===== src/rtl/tl_source_remapper_if.sv =====
`default_nettype none
//------------------------------------------------------------------------------
// tl_channel : TileLink A/B/C/D/E channel bundle with host/device modports
// Rev 1.0
//------------------------------------------------------------------------------
interface tl_channel #(
  parameter int AddrWidth   = 32,
  parameter int DataWidth   = 64,
  parameter int SizeWidth   = 3,
  parameter int SourceWidth = 8,
  parameter int SinkWidth   = 1
);
  logic                     a_valid, a_ready, a_corrupt;
  logic [2:0]               a_opcode, a_param;
  logic [SizeWidth-1:0]     a_size;
  logic [SourceWidth-1:0]   a_source;
  logic [AddrWidth-1:0]     a_address;
  logic [DataWidth/8-1:0]   a_mask;
  logic [DataWidth-1:0]     a_data;

  logic                     b_valid, b_ready, b_corrupt;
  logic [2:0]               b_opcode, b_param;
  logic [SizeWidth-1:0]     b_size;
  logic [SourceWidth-1:0]   b_source;
  logic [AddrWidth-1:0]     b_address;
  logic [DataWidth/8-1:0]   b_mask;
  logic [DataWidth-1:0]     b_data;

  logic                     c_valid, c_ready, c_corrupt;
  logic [2:0]               c_opcode, c_param;
  logic [SizeWidth-1:0]     c_size;
  logic [SourceWidth-1:0]   c_source;
  logic [AddrWidth-1:0]     c_address;
  logic [DataWidth-1:0]     c_data;

  logic                     d_valid, d_ready, d_denied, d_corrupt;
  logic [2:0]               d_opcode;
  logic [1:0]               d_param;
  logic [SizeWidth-1:0]     d_size;
  logic [SourceWidth-1:0]   d_source;
  logic [SinkWidth-1:0]     d_sink;
  logic [DataWidth-1:0]     d_data;

  logic                     e_valid, e_ready;
  logic [SinkWidth-1:0]     e_sink;

  modport host (
    output a_valid, a_opcode, a_param, a_size, a_source, a_address, a_mask, a_data, a_corrupt,
    input  a_ready,
    input  b_valid, b_opcode, b_param, b_size, b_source, b_address, b_mask, b_data, b_corrupt,
    output b_ready,
    output c_valid, c_opcode, c_param, c_size, c_source, c_address, c_data, c_corrupt,
    input  c_ready,
    input  d_valid, d_opcode, d_param, d_size, d_source, d_sink, d_denied, d_data, d_corrupt,
    output d_ready,
    output e_valid, e_sink,
    input  e_ready
  );

  modport device (
    input  a_valid, a_opcode, a_param, a_size, a_source, a_address, a_mask, a_data, a_corrupt,
    output a_ready,
    output b_valid, b_opcode, b_param, b_size, b_source, b_address, b_mask, b_data, b_corrupt,
    input  b_ready,
    input  c_valid, c_opcode, c_param, c_size, c_source, c_address, c_data, c_corrupt,
    output c_ready,
    output d_valid, d_opcode, d_param, d_size, d_source, d_sink, d_denied, d_data, d_corrupt,
    input  d_ready,
    input  e_valid, e_sink,
    output e_ready
  );
endinterface
`default_nettype wire


===== src/rtl/tl_source_remapper.sv =====
`default_nettype none
//------------------------------------------------------------------------------
// tl_source_remapper : maps host source IDs onto a small pool of device IDs
// Rev 1.0
//------------------------------------------------------------------------------
module tl_source_remapper #(
  parameter int HostSourceWidth   = 8,
  parameter int DeviceSourceWidth = 3,
  parameter int NumSlots          = 1 << DeviceSourceWidth,
  parameter int SourceBase        = 0,
  parameter int DataWidth         = 64,
  parameter int SizeWidth         = 3
) (
  input  wire         clk_i,
  input  wire         rst_ni,
  tl_channel.device   host,
  tl_channel.host     device
);
  localparam int SLOT_W = (NumSlots > 1) ? $clog2(NumSlots) : 1;
  localparam int CNT_W  = 1 << SizeWidth;
  localparam int LOG_BB = $clog2(DataWidth / 8);

  if (host.SourceWidth != HostSourceWidth) begin : g_chk_host_src
    $fatal(1, "host SourceWidth mismatch");
  end
  if (device.SourceWidth != DeviceSourceWidth) begin : g_chk_dev_src
    $fatal(1, "device SourceWidth mismatch");
  end
  if (host.AddrWidth != device.AddrWidth || host.SinkWidth != device.SinkWidth ||
      host.DataWidth != DataWidth || device.DataWidth != DataWidth ||
      host.SizeWidth != SizeWidth || device.SizeWidth != SizeWidth) begin : g_chk_widths
    $fatal(1, "host/device channel width mismatch");
  end
  if (NumSlots > (1 << DeviceSourceWidth) || NumSlots < 1) begin : g_chk_slots
    $fatal(1, "NumSlots out of range");
  end

  // Bursts longer than one beat only when data is carried and exceeds a beat.
  function automatic logic [CNT_W-1:0] beats_m1(input logic [SizeWidth-1:0] size,
                                                input logic has_data);
    if (has_data && int'(size) > LOG_BB)
      beats_m1 = (CNT_W'(1) << (int'(size) - LOG_BB)) - CNT_W'(1);
    else
      beats_m1 = '0;
  endfunction

  logic [NumSlots-1:0]        r_busy;
  logic [HostSourceWidth-1:0] r_src_tab [NumSlots];
  logic [CNT_W-1:0]           r_a_left, r_d_left;
  logic [SLOT_W-1:0]          r_a_slot;

  logic                       w_any_free, w_a_first, w_a_elig, w_a_fire;
  logic [SLOT_W-1:0]          w_free_idx, w_a_slot, w_d_idx;
  logic [CNT_W-1:0]           w_a_beats_m1, w_d_beats_m1;
  logic                       w_d_fire, w_d_last;
  logic [HostSourceWidth-1:0] w_d_host_src;

  always_comb begin
    w_any_free = 1'b0;
    w_free_idx = '0;
    for (int i = NumSlots - 1; i >= 0; i--) begin
      if (!r_busy[i]) begin
        w_any_free = 1'b1;
        w_free_idx = SLOT_W'(i);
      end
    end
  end

  assign w_a_first    = (r_a_left == '0);
  assign w_a_slot     = w_a_first ? w_free_idx : r_a_slot;
  assign w_a_elig     = !w_a_first || w_any_free;
  assign w_a_fire     = host.a_valid && host.a_ready;
  assign w_a_beats_m1 = beats_m1(host.a_size, host.a_opcode <= 3'd3);

  assign device.a_valid   = host.a_valid && w_a_elig;
  assign host.a_ready     = device.a_ready && w_a_elig;
  assign device.a_source  = DeviceSourceWidth'(SourceBase) | DeviceSourceWidth'(w_a_slot);
  assign device.a_opcode  = host.a_opcode;
  assign device.a_param   = host.a_param;
  assign device.a_size    = host.a_size;
  assign device.a_address = host.a_address;
  assign device.a_mask    = host.a_mask;
  assign device.a_data    = host.a_data;
  assign device.a_corrupt = host.a_corrupt;

  assign w_d_idx      = SLOT_W'(device.d_source - DeviceSourceWidth'(SourceBase));
  assign w_d_fire     = device.d_valid && host.d_ready;
  assign w_d_beats_m1 = beats_m1(device.d_size, device.d_opcode == 3'd1);
  assign w_d_last     = (r_d_left == '0 && w_d_beats_m1 == '0) || (r_d_left == CNT_W'(1));

  always_comb begin
    w_d_host_src = '0;
    if (int'(w_d_idx) < NumSlots) w_d_host_src = r_src_tab[w_d_idx];
  end

  assign host.d_valid   = device.d_valid;
  assign device.d_ready = host.d_ready;
  assign host.d_source  = w_d_host_src;
  assign host.d_opcode  = device.d_opcode;
  assign host.d_param   = device.d_param;
  assign host.d_size    = device.d_size;
  assign host.d_sink    = device.d_sink;
  assign host.d_denied  = device.d_denied;
  assign host.d_data    = device.d_data;
  assign host.d_corrupt = device.d_corrupt;

  // B, C and E are not supported on an uncached link.
  assign host.b_valid   = 1'b0;
  assign host.b_opcode  = '0;
  assign host.b_param   = '0;
  assign host.b_size    = '0;
  assign host.b_source  = '0;
  assign host.b_address = '0;
  assign host.b_mask    = '0;
  assign host.b_data    = '0;
  assign host.b_corrupt = 1'b0;
  assign host.c_ready   = 1'b0;
  assign host.e_ready   = 1'b0;
  assign device.b_ready   = 1'b1;
  assign device.c_valid   = 1'b0;
  assign device.c_opcode  = '0;
  assign device.c_param   = '0;
  assign device.c_size    = '0;
  assign device.c_source  = '0;
  assign device.c_address = '0;
  assign device.c_data    = '0;
  assign device.c_corrupt = 1'b0;
  assign device.e_valid   = 1'b0;
  assign device.e_sink    = '0;

  wire w_unused = ^{host.b_ready, host.c_valid, host.c_opcode, host.c_param, host.c_size,
                    host.c_source, host.c_address, host.c_data, host.c_corrupt,
                    host.e_valid, host.e_sink, device.b_valid, device.b_opcode,
                    device.b_param, device.b_size, device.b_source, device.b_address,
                    device.b_mask, device.b_data, device.b_corrupt, device.c_ready,
                    device.e_ready};

  always_ff @(posedge clk_i or negedge rst_ni) begin
    if (!rst_ni) begin
      r_busy   <= '0;
      r_a_left <= '0;
      r_a_slot <= '0;
      r_d_left <= '0;
    end else begin
      if (w_a_fire) begin
        if (w_a_first) begin
          r_busy[w_a_slot] <= 1'b1;
          r_a_slot         <= w_a_slot;
          r_a_left         <= w_a_beats_m1;
        end else begin
          r_a_left <= r_a_left - CNT_W'(1);
        end
      end
      if (w_d_fire) begin
        if (w_d_last) r_busy[w_d_idx] <= 1'b0;
        r_d_left <= (r_d_left == '0) ? w_d_beats_m1 : r_d_left - CNT_W'(1);
      end
    end
  end

  always_ff @(posedge clk_i) begin
    if (w_a_fire && w_a_first) r_src_tab[w_a_slot] <= host.a_source;
  end

  a_d_for_busy_slot: assert property (@(posedge clk_i) disable iff (!rst_ni)
    device.d_valid |-> r_busy[w_d_idx]);
  a_no_c_e: assert property (@(posedge clk_i) disable iff (!rst_ni)
    !host.c_valid && !host.e_valid);
  a_stable_stall: assert property (@(posedge clk_i) disable iff (!rst_ni)
    (host.a_valid && !host.a_ready) |=> (host.a_valid && $stable(host.a_opcode) &&
      $stable(host.a_param) && $stable(host.a_size) && $stable(host.a_source) &&
      $stable(host.a_address) && $stable(host.a_mask) && $stable(host.a_data)));
endmodule
`default_nettype wire


===== src/flat_wrapper.sv =====
// flat-port wrapper written by rule: the top's interface ports become plain ports
module tl_source_remapper_flat 
#(
  parameter int HostSourceWidth   = 8,
  parameter int DeviceSourceWidth = 3,
  parameter int NumSlots          = 1 << DeviceSourceWidth,
  parameter int SourceBase        = 0,
  parameter int DataWidth         = 64,
  parameter int SizeWidth         = 3
)
  (clk_i, rst_ni, host_a_valid, host_a_opcode, host_a_param, host_a_size, host_a_source, host_a_address, host_a_mask, host_a_data, host_a_corrupt, host_a_ready, host_b_valid, host_b_opcode, host_b_param, host_b_size, host_b_source, host_b_address, host_b_mask, host_b_data, host_b_corrupt, host_b_ready, host_c_valid, host_c_opcode, host_c_param, host_c_size, host_c_source, host_c_address, host_c_data, host_c_corrupt, host_c_ready, host_d_valid, host_d_opcode, host_d_param, host_d_size, host_d_source, host_d_sink, host_d_denied, host_d_data, host_d_corrupt, host_d_ready, host_e_valid, host_e_sink, host_e_ready, device_a_valid, device_a_opcode, device_a_param, device_a_size, device_a_source, device_a_address, device_a_mask, device_a_data, device_a_corrupt, device_a_ready, device_b_valid, device_b_opcode, device_b_param, device_b_size, device_b_source, device_b_address, device_b_mask, device_b_data, device_b_corrupt, device_b_ready, device_c_valid, device_c_opcode, device_c_param, device_c_size, device_c_source, device_c_address, device_c_data, device_c_corrupt, device_c_ready, device_d_valid, device_d_opcode, device_d_param, device_d_size, device_d_source, device_d_sink, device_d_denied, device_d_data, device_d_corrupt, device_d_ready, device_e_valid, device_e_sink, device_e_ready);
  tl_channel #(.AddrWidth(32), .DataWidth(DataWidth), .SizeWidth(SizeWidth), .SourceWidth(8), .SinkWidth(1)) host_i ();
  tl_channel #(.AddrWidth(32), .DataWidth(DataWidth), .SizeWidth(SizeWidth), .SourceWidth(3), .SinkWidth(1)) device_i ();
  input  wire clk_i;
  input  wire rst_ni;
  input wire logic [$bits(host_i.a_valid)-1:0] host_a_valid;
  input wire logic [$bits(host_i.a_opcode)-1:0] host_a_opcode;
  input wire logic [$bits(host_i.a_param)-1:0] host_a_param;
  input wire logic [$bits(host_i.a_size)-1:0] host_a_size;
  input wire logic [$bits(host_i.a_source)-1:0] host_a_source;
  input wire logic [$bits(host_i.a_address)-1:0] host_a_address;
  input wire logic [$bits(host_i.a_mask)-1:0] host_a_mask;
  input wire logic [$bits(host_i.a_data)-1:0] host_a_data;
  input wire logic [$bits(host_i.a_corrupt)-1:0] host_a_corrupt;
  output wire logic [$bits(host_i.a_ready)-1:0] host_a_ready;
  output wire logic [$bits(host_i.b_valid)-1:0] host_b_valid;
  output wire logic [$bits(host_i.b_opcode)-1:0] host_b_opcode;
  output wire logic [$bits(host_i.b_param)-1:0] host_b_param;
  output wire logic [$bits(host_i.b_size)-1:0] host_b_size;
  output wire logic [$bits(host_i.b_source)-1:0] host_b_source;
  output wire logic [$bits(host_i.b_address)-1:0] host_b_address;
  output wire logic [$bits(host_i.b_mask)-1:0] host_b_mask;
  output wire logic [$bits(host_i.b_data)-1:0] host_b_data;
  output wire logic [$bits(host_i.b_corrupt)-1:0] host_b_corrupt;
  input wire logic [$bits(host_i.b_ready)-1:0] host_b_ready;
  input wire logic [$bits(host_i.c_valid)-1:0] host_c_valid;
  input wire logic [$bits(host_i.c_opcode)-1:0] host_c_opcode;
  input wire logic [$bits(host_i.c_param)-1:0] host_c_param;
  input wire logic [$bits(host_i.c_size)-1:0] host_c_size;
  input wire logic [$bits(host_i.c_source)-1:0] host_c_source;
  input wire logic [$bits(host_i.c_address)-1:0] host_c_address;
  input wire logic [$bits(host_i.c_data)-1:0] host_c_data;
  input wire logic [$bits(host_i.c_corrupt)-1:0] host_c_corrupt;
  output wire logic [$bits(host_i.c_ready)-1:0] host_c_ready;
  output wire logic [$bits(host_i.d_valid)-1:0] host_d_valid;
  output wire logic [$bits(host_i.d_opcode)-1:0] host_d_opcode;
  output wire logic [$bits(host_i.d_param)-1:0] host_d_param;
  output wire logic [$bits(host_i.d_size)-1:0] host_d_size;
  output wire logic [$bits(host_i.d_source)-1:0] host_d_source;
  output wire logic [$bits(host_i.d_sink)-1:0] host_d_sink;
  output wire logic [$bits(host_i.d_denied)-1:0] host_d_denied;
  output wire logic [$bits(host_i.d_data)-1:0] host_d_data;
  output wire logic [$bits(host_i.d_corrupt)-1:0] host_d_corrupt;
  input wire logic [$bits(host_i.d_ready)-1:0] host_d_ready;
  input wire logic [$bits(host_i.e_valid)-1:0] host_e_valid;
  input wire logic [$bits(host_i.e_sink)-1:0] host_e_sink;
  output wire logic [$bits(host_i.e_ready)-1:0] host_e_ready;
  output wire logic [$bits(device_i.a_valid)-1:0] device_a_valid;
  output wire logic [$bits(device_i.a_opcode)-1:0] device_a_opcode;
  output wire logic [$bits(device_i.a_param)-1:0] device_a_param;
  output wire logic [$bits(device_i.a_size)-1:0] device_a_size;
  output wire logic [$bits(device_i.a_source)-1:0] device_a_source;
  output wire logic [$bits(device_i.a_address)-1:0] device_a_address;
  output wire logic [$bits(device_i.a_mask)-1:0] device_a_mask;
  output wire logic [$bits(device_i.a_data)-1:0] device_a_data;
  output wire logic [$bits(device_i.a_corrupt)-1:0] device_a_corrupt;
  input wire logic [$bits(device_i.a_ready)-1:0] device_a_ready;
  input wire logic [$bits(device_i.b_valid)-1:0] device_b_valid;
  input wire logic [$bits(device_i.b_opcode)-1:0] device_b_opcode;
  input wire logic [$bits(device_i.b_param)-1:0] device_b_param;
  input wire logic [$bits(device_i.b_size)-1:0] device_b_size;
  input wire logic [$bits(device_i.b_source)-1:0] device_b_source;
  input wire logic [$bits(device_i.b_address)-1:0] device_b_address;
  input wire logic [$bits(device_i.b_mask)-1:0] device_b_mask;
  input wire logic [$bits(device_i.b_data)-1:0] device_b_data;
  input wire logic [$bits(device_i.b_corrupt)-1:0] device_b_corrupt;
  output wire logic [$bits(device_i.b_ready)-1:0] device_b_ready;
  output wire logic [$bits(device_i.c_valid)-1:0] device_c_valid;
  output wire logic [$bits(device_i.c_opcode)-1:0] device_c_opcode;
  output wire logic [$bits(device_i.c_param)-1:0] device_c_param;
  output wire logic [$bits(device_i.c_size)-1:0] device_c_size;
  output wire logic [$bits(device_i.c_source)-1:0] device_c_source;
  output wire logic [$bits(device_i.c_address)-1:0] device_c_address;
  output wire logic [$bits(device_i.c_data)-1:0] device_c_data;
  output wire logic [$bits(device_i.c_corrupt)-1:0] device_c_corrupt;
  input wire logic [$bits(device_i.c_ready)-1:0] device_c_ready;
  input wire logic [$bits(device_i.d_valid)-1:0] device_d_valid;
  input wire logic [$bits(device_i.d_opcode)-1:0] device_d_opcode;
  input wire logic [$bits(device_i.d_param)-1:0] device_d_param;
  input wire logic [$bits(device_i.d_size)-1:0] device_d_size;
  input wire logic [$bits(device_i.d_source)-1:0] device_d_source;
  input wire logic [$bits(device_i.d_sink)-1:0] device_d_sink;
  input wire logic [$bits(device_i.d_denied)-1:0] device_d_denied;
  input wire logic [$bits(device_i.d_data)-1:0] device_d_data;
  input wire logic [$bits(device_i.d_corrupt)-1:0] device_d_corrupt;
  output wire logic [$bits(device_i.d_ready)-1:0] device_d_ready;
  output wire logic [$bits(device_i.e_valid)-1:0] device_e_valid;
  output wire logic [$bits(device_i.e_sink)-1:0] device_e_sink;
  input wire logic [$bits(device_i.e_ready)-1:0] device_e_ready;
  assign host_i.a_valid = host_a_valid;
  assign host_i.a_opcode = host_a_opcode;
  assign host_i.a_param = host_a_param;
  assign host_i.a_size = host_a_size;
  assign host_i.a_source = host_a_source;
  assign host_i.a_address = host_a_address;
  assign host_i.a_mask = host_a_mask;
  assign host_i.a_data = host_a_data;
  assign host_i.a_corrupt = host_a_corrupt;
  assign host_a_ready = host_i.a_ready;
  assign host_b_valid = host_i.b_valid;
  assign host_b_opcode = host_i.b_opcode;
  assign host_b_param = host_i.b_param;
  assign host_b_size = host_i.b_size;
  assign host_b_source = host_i.b_source;
  assign host_b_address = host_i.b_address;
  assign host_b_mask = host_i.b_mask;
  assign host_b_data = host_i.b_data;
  assign host_b_corrupt = host_i.b_corrupt;
  assign host_i.b_ready = host_b_ready;
  assign host_i.c_valid = host_c_valid;
  assign host_i.c_opcode = host_c_opcode;
  assign host_i.c_param = host_c_param;
  assign host_i.c_size = host_c_size;
  assign host_i.c_source = host_c_source;
  assign host_i.c_address = host_c_address;
  assign host_i.c_data = host_c_data;
  assign host_i.c_corrupt = host_c_corrupt;
  assign host_c_ready = host_i.c_ready;
  assign host_d_valid = host_i.d_valid;
  assign host_d_opcode = host_i.d_opcode;
  assign host_d_param = host_i.d_param;
  assign host_d_size = host_i.d_size;
  assign host_d_source = host_i.d_source;
  assign host_d_sink = host_i.d_sink;
  assign host_d_denied = host_i.d_denied;
  assign host_d_data = host_i.d_data;
  assign host_d_corrupt = host_i.d_corrupt;
  assign host_i.d_ready = host_d_ready;
  assign host_i.e_valid = host_e_valid;
  assign host_i.e_sink = host_e_sink;
  assign host_e_ready = host_i.e_ready;
  assign device_a_valid = device_i.a_valid;
  assign device_a_opcode = device_i.a_opcode;
  assign device_a_param = device_i.a_param;
  assign device_a_size = device_i.a_size;
  assign device_a_source = device_i.a_source;
  assign device_a_address = device_i.a_address;
  assign device_a_mask = device_i.a_mask;
  assign device_a_data = device_i.a_data;
  assign device_a_corrupt = device_i.a_corrupt;
  assign device_i.a_ready = device_a_ready;
  assign device_i.b_valid = device_b_valid;
  assign device_i.b_opcode = device_b_opcode;
  assign device_i.b_param = device_b_param;
  assign device_i.b_size = device_b_size;
  assign device_i.b_source = device_b_source;
  assign device_i.b_address = device_b_address;
  assign device_i.b_mask = device_b_mask;
  assign device_i.b_data = device_b_data;
  assign device_i.b_corrupt = device_b_corrupt;
  assign device_b_ready = device_i.b_ready;
  assign device_c_valid = device_i.c_valid;
  assign device_c_opcode = device_i.c_opcode;
  assign device_c_param = device_i.c_param;
  assign device_c_size = device_i.c_size;
  assign device_c_source = device_i.c_source;
  assign device_c_address = device_i.c_address;
  assign device_c_data = device_i.c_data;
  assign device_c_corrupt = device_i.c_corrupt;
  assign device_i.c_ready = device_c_ready;
  assign device_i.d_valid = device_d_valid;
  assign device_i.d_opcode = device_d_opcode;
  assign device_i.d_param = device_d_param;
  assign device_i.d_size = device_d_size;
  assign device_i.d_source = device_d_source;
  assign device_i.d_sink = device_d_sink;
  assign device_i.d_denied = device_d_denied;
  assign device_i.d_data = device_d_data;
  assign device_i.d_corrupt = device_d_corrupt;
  assign device_d_ready = device_i.d_ready;
  assign device_e_valid = device_i.e_valid;
  assign device_e_sink = device_i.e_sink;
  assign device_i.e_ready = device_e_ready;
  tl_source_remapper #(.HostSourceWidth(HostSourceWidth), .DeviceSourceWidth(DeviceSourceWidth), .NumSlots(NumSlots), .SourceBase(SourceBase), .DataWidth(DataWidth), .SizeWidth(SizeWidth)) u_core (.clk_i(clk_i), .rst_ni(rst_ni), .host(host_i), .device(device_i));
endmodule

===== config.mk =====
export PLATFORM = sky130hd
export DESIGN_NAME = tl_source_remapper_flat
export DESIGN_NICKNAME = d
export VERILOG_FILES = /design/src/rtl/tl_source_remapper_if.sv /design/src/rtl/tl_source_remapper.sv /design/src/flat_wrapper.sv
export SDC_FILE = /design/constraint.sdc
export NUM_CORES = 1
export LEC_CHECK = 0
export CORE_AREA = 2 2 349 351
export CTS_CLUSTER_DIAMETER = 80
export DETAILED_ROUTE_END_ITERATION = 10
export DIE_AREA = 0 0 351 353
export MAX_ROUTING_LAYER = met4
export PLACE_DENSITY = 0.3
export SYNTH_ARGS = -nofsm -noshare
export SYNTH_HDL_FRONTEND = slang
export SYNTH_SLANG_ARGS = --single-unit

===== constraint.sdc =====
create_clock -name clk_i -period 2.2 [get_ports clk_i]
set_input_delay 0.33 -clock clk_i [delete_from_list [all_inputs] [get_ports clk_i]]
set_output_delay 0.33 -clock clk_i [all_outputs]
set_load 0.02 [all_outputs]

== After elaboration in Yosys (flattened, before gate mapping) ==
Memory sizes are Yosys's and may differ from the RTL's.
Index checks and enable logic that the tools add are counted.

* Flip-flop bits (word level): 27
* Memory bits (writable): 64
* Input bits: 444
* Output and inout bits: 442
* Word-level logic and storage cells: 73
* Memories: 1

{| class="wikitable"
|+ Memory list
! memory !! words !! width !! rd ports !! clocked after Yosys merged registers in !! write ports !! RTL line !! RTL
|-
| u_core.r_src_tab || 8 || 8 || 1 || 0 || 1 || tl_source_remapper.sv:48 || <nowiki>logic [HostSourceWidth-1:0] r_src_tab [NumSlots];</nowiki>
|}

* $add $sub $neg: 6
* $lt $le $gt $ge: 7
* Equal/unequal tests: 2
* Shift operators: 2
* Muxes and demuxes: 31
* Bitwise operators: 3
* Reductions and logical operators: 17

{| class="wikitable"
|+ Operator list
! cell !! count
|-
| 2-to-1 mux 8 bit || 8
|-
| << shifter 1 x 32 -> 8 bit, first input constant || 2
|-
| 2-to-1 mux 3 bit || 9
|-
| logical NOT 8 bit || 3
|-
| subtractor 8 x 1 -> 8 bit, second input constant || 2
|-
| subtractor 8 x 2 -> 8 bit, second input constant || 2
|-
| 2-to-1 mux 1 bit || 12
|-
| logical AND 1 bit || 10
|-
| AND 8 bit || 1
|-
| == test 8 x 1 -> 1 bit, second input constant || 1
|-
| less-than comparator 3 x 4 -> 1 bit, second input constant || 2
|-
| NOT 8 bit || 1
|-
| OR 8 bit || 1
|-
| subtractor 3 x 2 -> 4 bit, second input constant || 2
|-
| demux 1 bit (select 3 bit) || 2
|-
| >= comparator 3 x 1 -> 1 bit, second input constant || 2
|-
| greater-than comparator 3 x 2 -> 1 bit, second input constant || 2
|-
| == test 3 x 1 -> 1 bit, second input constant || 1
|-
| <= comparator 3 x 2 -> 1 bit, second input constant || 1
|-
| logical OR 1 bit || 2
|-
| AND reduction 2 bit || 1
|-
| logical NOT 1 bit || 1
|}

== Depth between registers and ports, before layout ==
* Depth in word-level cells: 19
* Depth in mapped cells: 11
* Mapped depth without buffers: 9

== Worst setup path after synthesis ==
No wires, ideal clock.

* Kind: input to register
* Start: input host_a_size[0]
* End: register u_core.r_a_left[6]
* Data arrival time: 2.506 ns
* Data required time: 2.124 ns
* Path slack: -0.383 ns
* Cell stages on the path: 10
* Cells stage by stage: ha_1 ha_1 clkbuf_1 or4_1 ha_1 nor2b_1 o21a_1 o31ai_1 a21oi_1 o21ai_1

* Word-level cells in the longest chain between the ends: 5

{| class="wikitable"
|+ Ends and longest elaborated chain
! what !! RTL line !! RTL
|-
| start: declaration || flat_wrapper.sv:19 || <nowiki>input wire logic [$bits(host_i.a_size)-1:0] host_a_size;</nowiki>
|-
| subtractor 3 x 2 -> 4 bit || tl_source_remapper.sv:42 || <nowiki>beats_m1 = (CNT_W'(1) << (int'(size) - LOG_BB)) - CNT_W'(1);</nowiki>
|-
| << shifter 1 x 32 -> 8 bit || tl_source_remapper.sv:42 ||
|-
| subtractor 8 x 2 -> 8 bit || tl_source_remapper.sv:42 ||
|-
| 2-to-1 mux 8 bit * || tl_source_remapper.sv:41 || <nowiki>if (has_data && int'(size) > LOG_BB)</nowiki>
|-
| 2-to-1 mux 8 bit * || tl_source_remapper.sv:146 || <nowiki>if (w_a_first) begin</nowiki>
|-
| end signal: assignment || tl_source_remapper.sv:149 || <nowiki>r_a_left <= w_a_beats_m1;</nowiki>
|-
| end signal: assignment || tl_source_remapper.sv:151 || <nowiki>r_a_left <= r_a_left - CNT_W'(1);</nowiki>
|-
| end: declaration || tl_source_remapper.sv:49 || <nowiki>logic [CNT_W-1:0] r_a_left, r_d_left;</nowiki>
|}

Every way passes the cells marked *; elsewhere a longest branch is shown, timed or not.
A chain may end at the register's enable or synchronous reset.

== Worst setup path in the final report ==
* Start: register u_core.r_a_left[0]
* End: output device_a_source[1]

* Word-level cells in the longest chain between the ends: 2

{| class="wikitable"
|+ Ends and longest elaborated chain
! what !! RTL line !! RTL
|-
| logical NOT 8 bit || tl_source_remapper.sv:69 || <nowiki>assign w_a_first = (r_a_left == '0);</nowiki>
|-
| 2-to-1 mux 3 bit || tl_source_remapper.sv:70 || <nowiki>assign w_a_slot = w_a_first ? w_free_idx : r_a_slot;</nowiki>
|-
| end: declaration || flat_wrapper.sv:62 || <nowiki>output wire logic [$bits(device_i.a_source)-1:0] device_a_source;</nowiki>
|}

No other way between the ends.

==> results.sh <==
export IMPL_outcome="completed"
export IMPL_fp_dieW_um=351
export IMPL_grtUsageTotal_pct=4.52
export IMPL_vias_per_cell=1.90
export IMPL_drive_gt1_share_pct=25.8
export IMPL_clkTransAtPathRegs_ps=80
export IMPL_final_setup_tns_ps=0
export IMPL_synth_top_area_share_pct=40.4
export IMPL_met3_usage_pct=5.00
export IMPL_period_minus_slack_ps=2180
export IMPL_busiest_layer="met2"
export IMPL_final_core_util_pct=7.92
export IMPL_grt_overflow=0
export IMPL_synth_most_common_cell="buf_4"
export IMPL_worst_ep_arrival_time_ps=1850
export IMPL_num_vias=4542
export IMPL_die_area_um2=124000
export IMPL_synth_seq_area_share_pct=32.6
export IMPL_gp_congestion=0.717
export IMPL_r2r_end="u_core.r_src_tab[4][7]"
export IMPL_antenna_found_initial=3
export IMPL_htreeDepth=3
export IMPL_synth_area_um2=7970
export IMPL_area_growth_pct=19.8
export IMPL_cts_buffers_inserted=9
export IMPL_place_ws_ps=-648
export IMPL_async_reset_ff_share_pct=29.7
export IMPL_synth_cell_types=72
export IMPL_hold_violations=0
export IMPL_routedWlPerCell_um=12.0
export IMPL_ctsHoldBuffers=0
export IMPL_dr_pass1_iters=6
export IMPL_grt_max_degree=28
export IMPL_rows=128
export IMPL_ys_seq_elements=91
export IMPL_core_um2=121000
export IMPL_fmax_mhz=458
export IMPL_worst_ep_required_time_ps=1870
export IMPL_netlist_top_cells_area="buf_4 40%, edfxtp_1 24%, dfrtp_1 8.5%"
export IMPL_p_leak_nw=3.38
export IMPL_start_util_pct=6.61
export IMPL_end_kind="output port"
export IMPL_r2r_cells=8
export IMPL_pin_count=886
export IMPL_reg2reg_slack_ps=70
export IMPL_synth_warnings=0
export IMPL_grt_pass1_vias=4119
export IMPL_grt_pass1_wl_um=36700
export IMPL_grtUsageMet1_pct=3.30
export IMPL_wl_um=28800
export IMPL_synth_top_area_cell="buf_4"
export IMPL_power_density_nw_per_um2=615
export IMPL_drtAntennaViolNets=0
export IMPL_drv_cap=0
export IMPL_rsz0062_at_grt="true"
export IMPL_cts_buffer_depth=2
export IMPL_yosys_top_cells_count="429 x buf_4, 64 x edfxtp_1, 30 x nand2_1"
export IMPL_drc_errors=0
export IMPL_crit_type="flip-flop to output port"
export IMPL_tritoncts="built"
export IMPL_die_y_um=353
export IMPL_synth_cells=806
export IMPL_final_setup_viol_count=0
export IMPL_hold_class="input port to async pin"
export IMPL_crit_path_start_kind="flip-flop"
export IMPL_crit_path_max_incr_delay_ps=390
export IMPL_port_buffers=51
export IMPL_met2_usage_pct=6.86
export IMPL_r2r_start="u_core.r_a_left[0]"
export IMPL_synth_avg_cell_area_um2=9.89
export IMPL_critPathTopFamily="simple AND/OR/NAND/NOR gates"
export IMPL_cts_root_buf="clkbuf_16"
export IMPL_final_area_um2=9550
export IMPL_final_cells=2389
export IMPL_path_cells="inv_1 > ha_2 > nor3b_4 > nand2_4 > buf_4 > o21ai_4 > buf_6"
export IMPL_place_inst=2360
export IMPL_cts_sinks=91
export IMPL_post_route_period_util_pct=99.2
export IMPL_clock_skew_ps=11.4
export IMPL_slowest_stage="dfrtp_1"
export IMPL_place_hpwl_um=24900
export IMPL_layout_nets=1212
export IMPL_path_buf_inv=3
export IMPL_synth_edf_count=64
export IMPL_crit_fanout=6
export IMPL_placed_area_um2=8930
export IMPL_drv_slew=0
export IMPL_ir_worst_vdd_mv=0.367
export IMPL_clock_latency_ps=360
export IMPL_drtIter0Drc=160
export IMPL_synthFlopType="edfxtp_1"
export IMPL_worst_slack_ps=18.1
[sequential cells by signal, summed over array words and instances, names as in the netlist]
| signal | flops |
|---|---|
| u_core.r_src_tab | 64 |
| u_core.r_a_left | 8 |
| u_core.r_busy | 8 |
| u_core.r_d_left | 8 |
| u_core.r_a_slot | 3 |
[logic make-up after synthesis]
family,Yosys count,synth area share (%)
compound gates,87,7.87
xor+xnor,1,0.110
buf+inv,460,42.0
mux,30,6.44
flops,91,32.6
simple gates,123,9.06
other cells,2,0.0942
fa+ha+maj,12,1.88
[cell type report]
type	count	area, µm²
fill	14100	111000
multi-input combinational	491	3120
sequential	91	2600
tap	1625	2030
timing repair buffer	150	1430
clock buffer	9	225
clock inverter	7	83.8
inverter	13	48.8
antenna	3	7.51
[through the flow]
step	total power, W	hold slack (ps)
after floorplan	0.00420	34.4
after global placement	0.00415	492
after detailed placement	0.00416	500
after CTS	0.00584	383
after global routing	0.00622	433
final	0.00587	383
[routing by layer]
layer	up-vias	wire length, µm
met4	0	1080
met1	2063	7420
li1	2007	-
met5	-	0
met2	383	13100
met3	89	7210
[timing repair]
item	CTS	global route
buffers inserted	2	5
pin swaps	6	8
resized for setup	65	36
cloned	3	0
setup endpoints to repair	27	72
[worst max path at each step]
| stage | endpoint | slack [ps] | start | cells past startpoint |
|---|---|---|---|---|
| final | device_a_source[1] | 20 | u_core.r_a_left[0] | 7 |
| after global routing | device_a_source[1] | -100 | u_core.r_a_left[0] | 7 |
| after CTS | host_a_ready | -60 | u_core.r_a_left[0] | 8 |
| after detailed placement | u_core.r_a_left[6] | -650 | host_a_size[0] | 10 |
| after global placement | u_core.r_a_left[6] | -640 | host_a_size[1] | 10 |
| after floorplan | u_core.r_a_left[6] | -80 | host_a_size[0] | 10 |
[cells in the final DEF, fill, tap and decap left out, types with 4 or more instances in the layout]
master,instances
ha_1,4
dfrtp_1,27
nor3_4,4
mux2i_1,4
nor2b_1,5
edfxtp_1,64
nor3b_1,4
buf_4,84
a22o_1,4
conb_1,238
a31oi_1,5
clkdlybuf4s15_2,4
inv_1,12
a2bb2oi_2,4
clkdlybuf4s50_1,30
a21oi_1,24
buf_12,8
buf_6,9
clkbuf_16,9
nand3b_1,4
nand4_1,4
and3_1,4
mux4_2,16
nor4_1,4
dlygate4sd2_1,8
or4_1,4
mux2_2,10
ha_4,5
o21ai_0,11
nand2_1,28
nor3_1,9
nor2_1,18
o22ai_1,4
[power by group]
| group | leakage [nW] | switching (W) | internal [W] |
|---|---|---|---|
| Combinational | 2.31 | 0.00120 | 0.000828 |
| Sequential | 0.911 | 0.000212 | 0.00201 |
| Clock | 0.152 | 0.000789 | 0.000824 |
No activity file was read; power rests on OpenSTA's default activity.
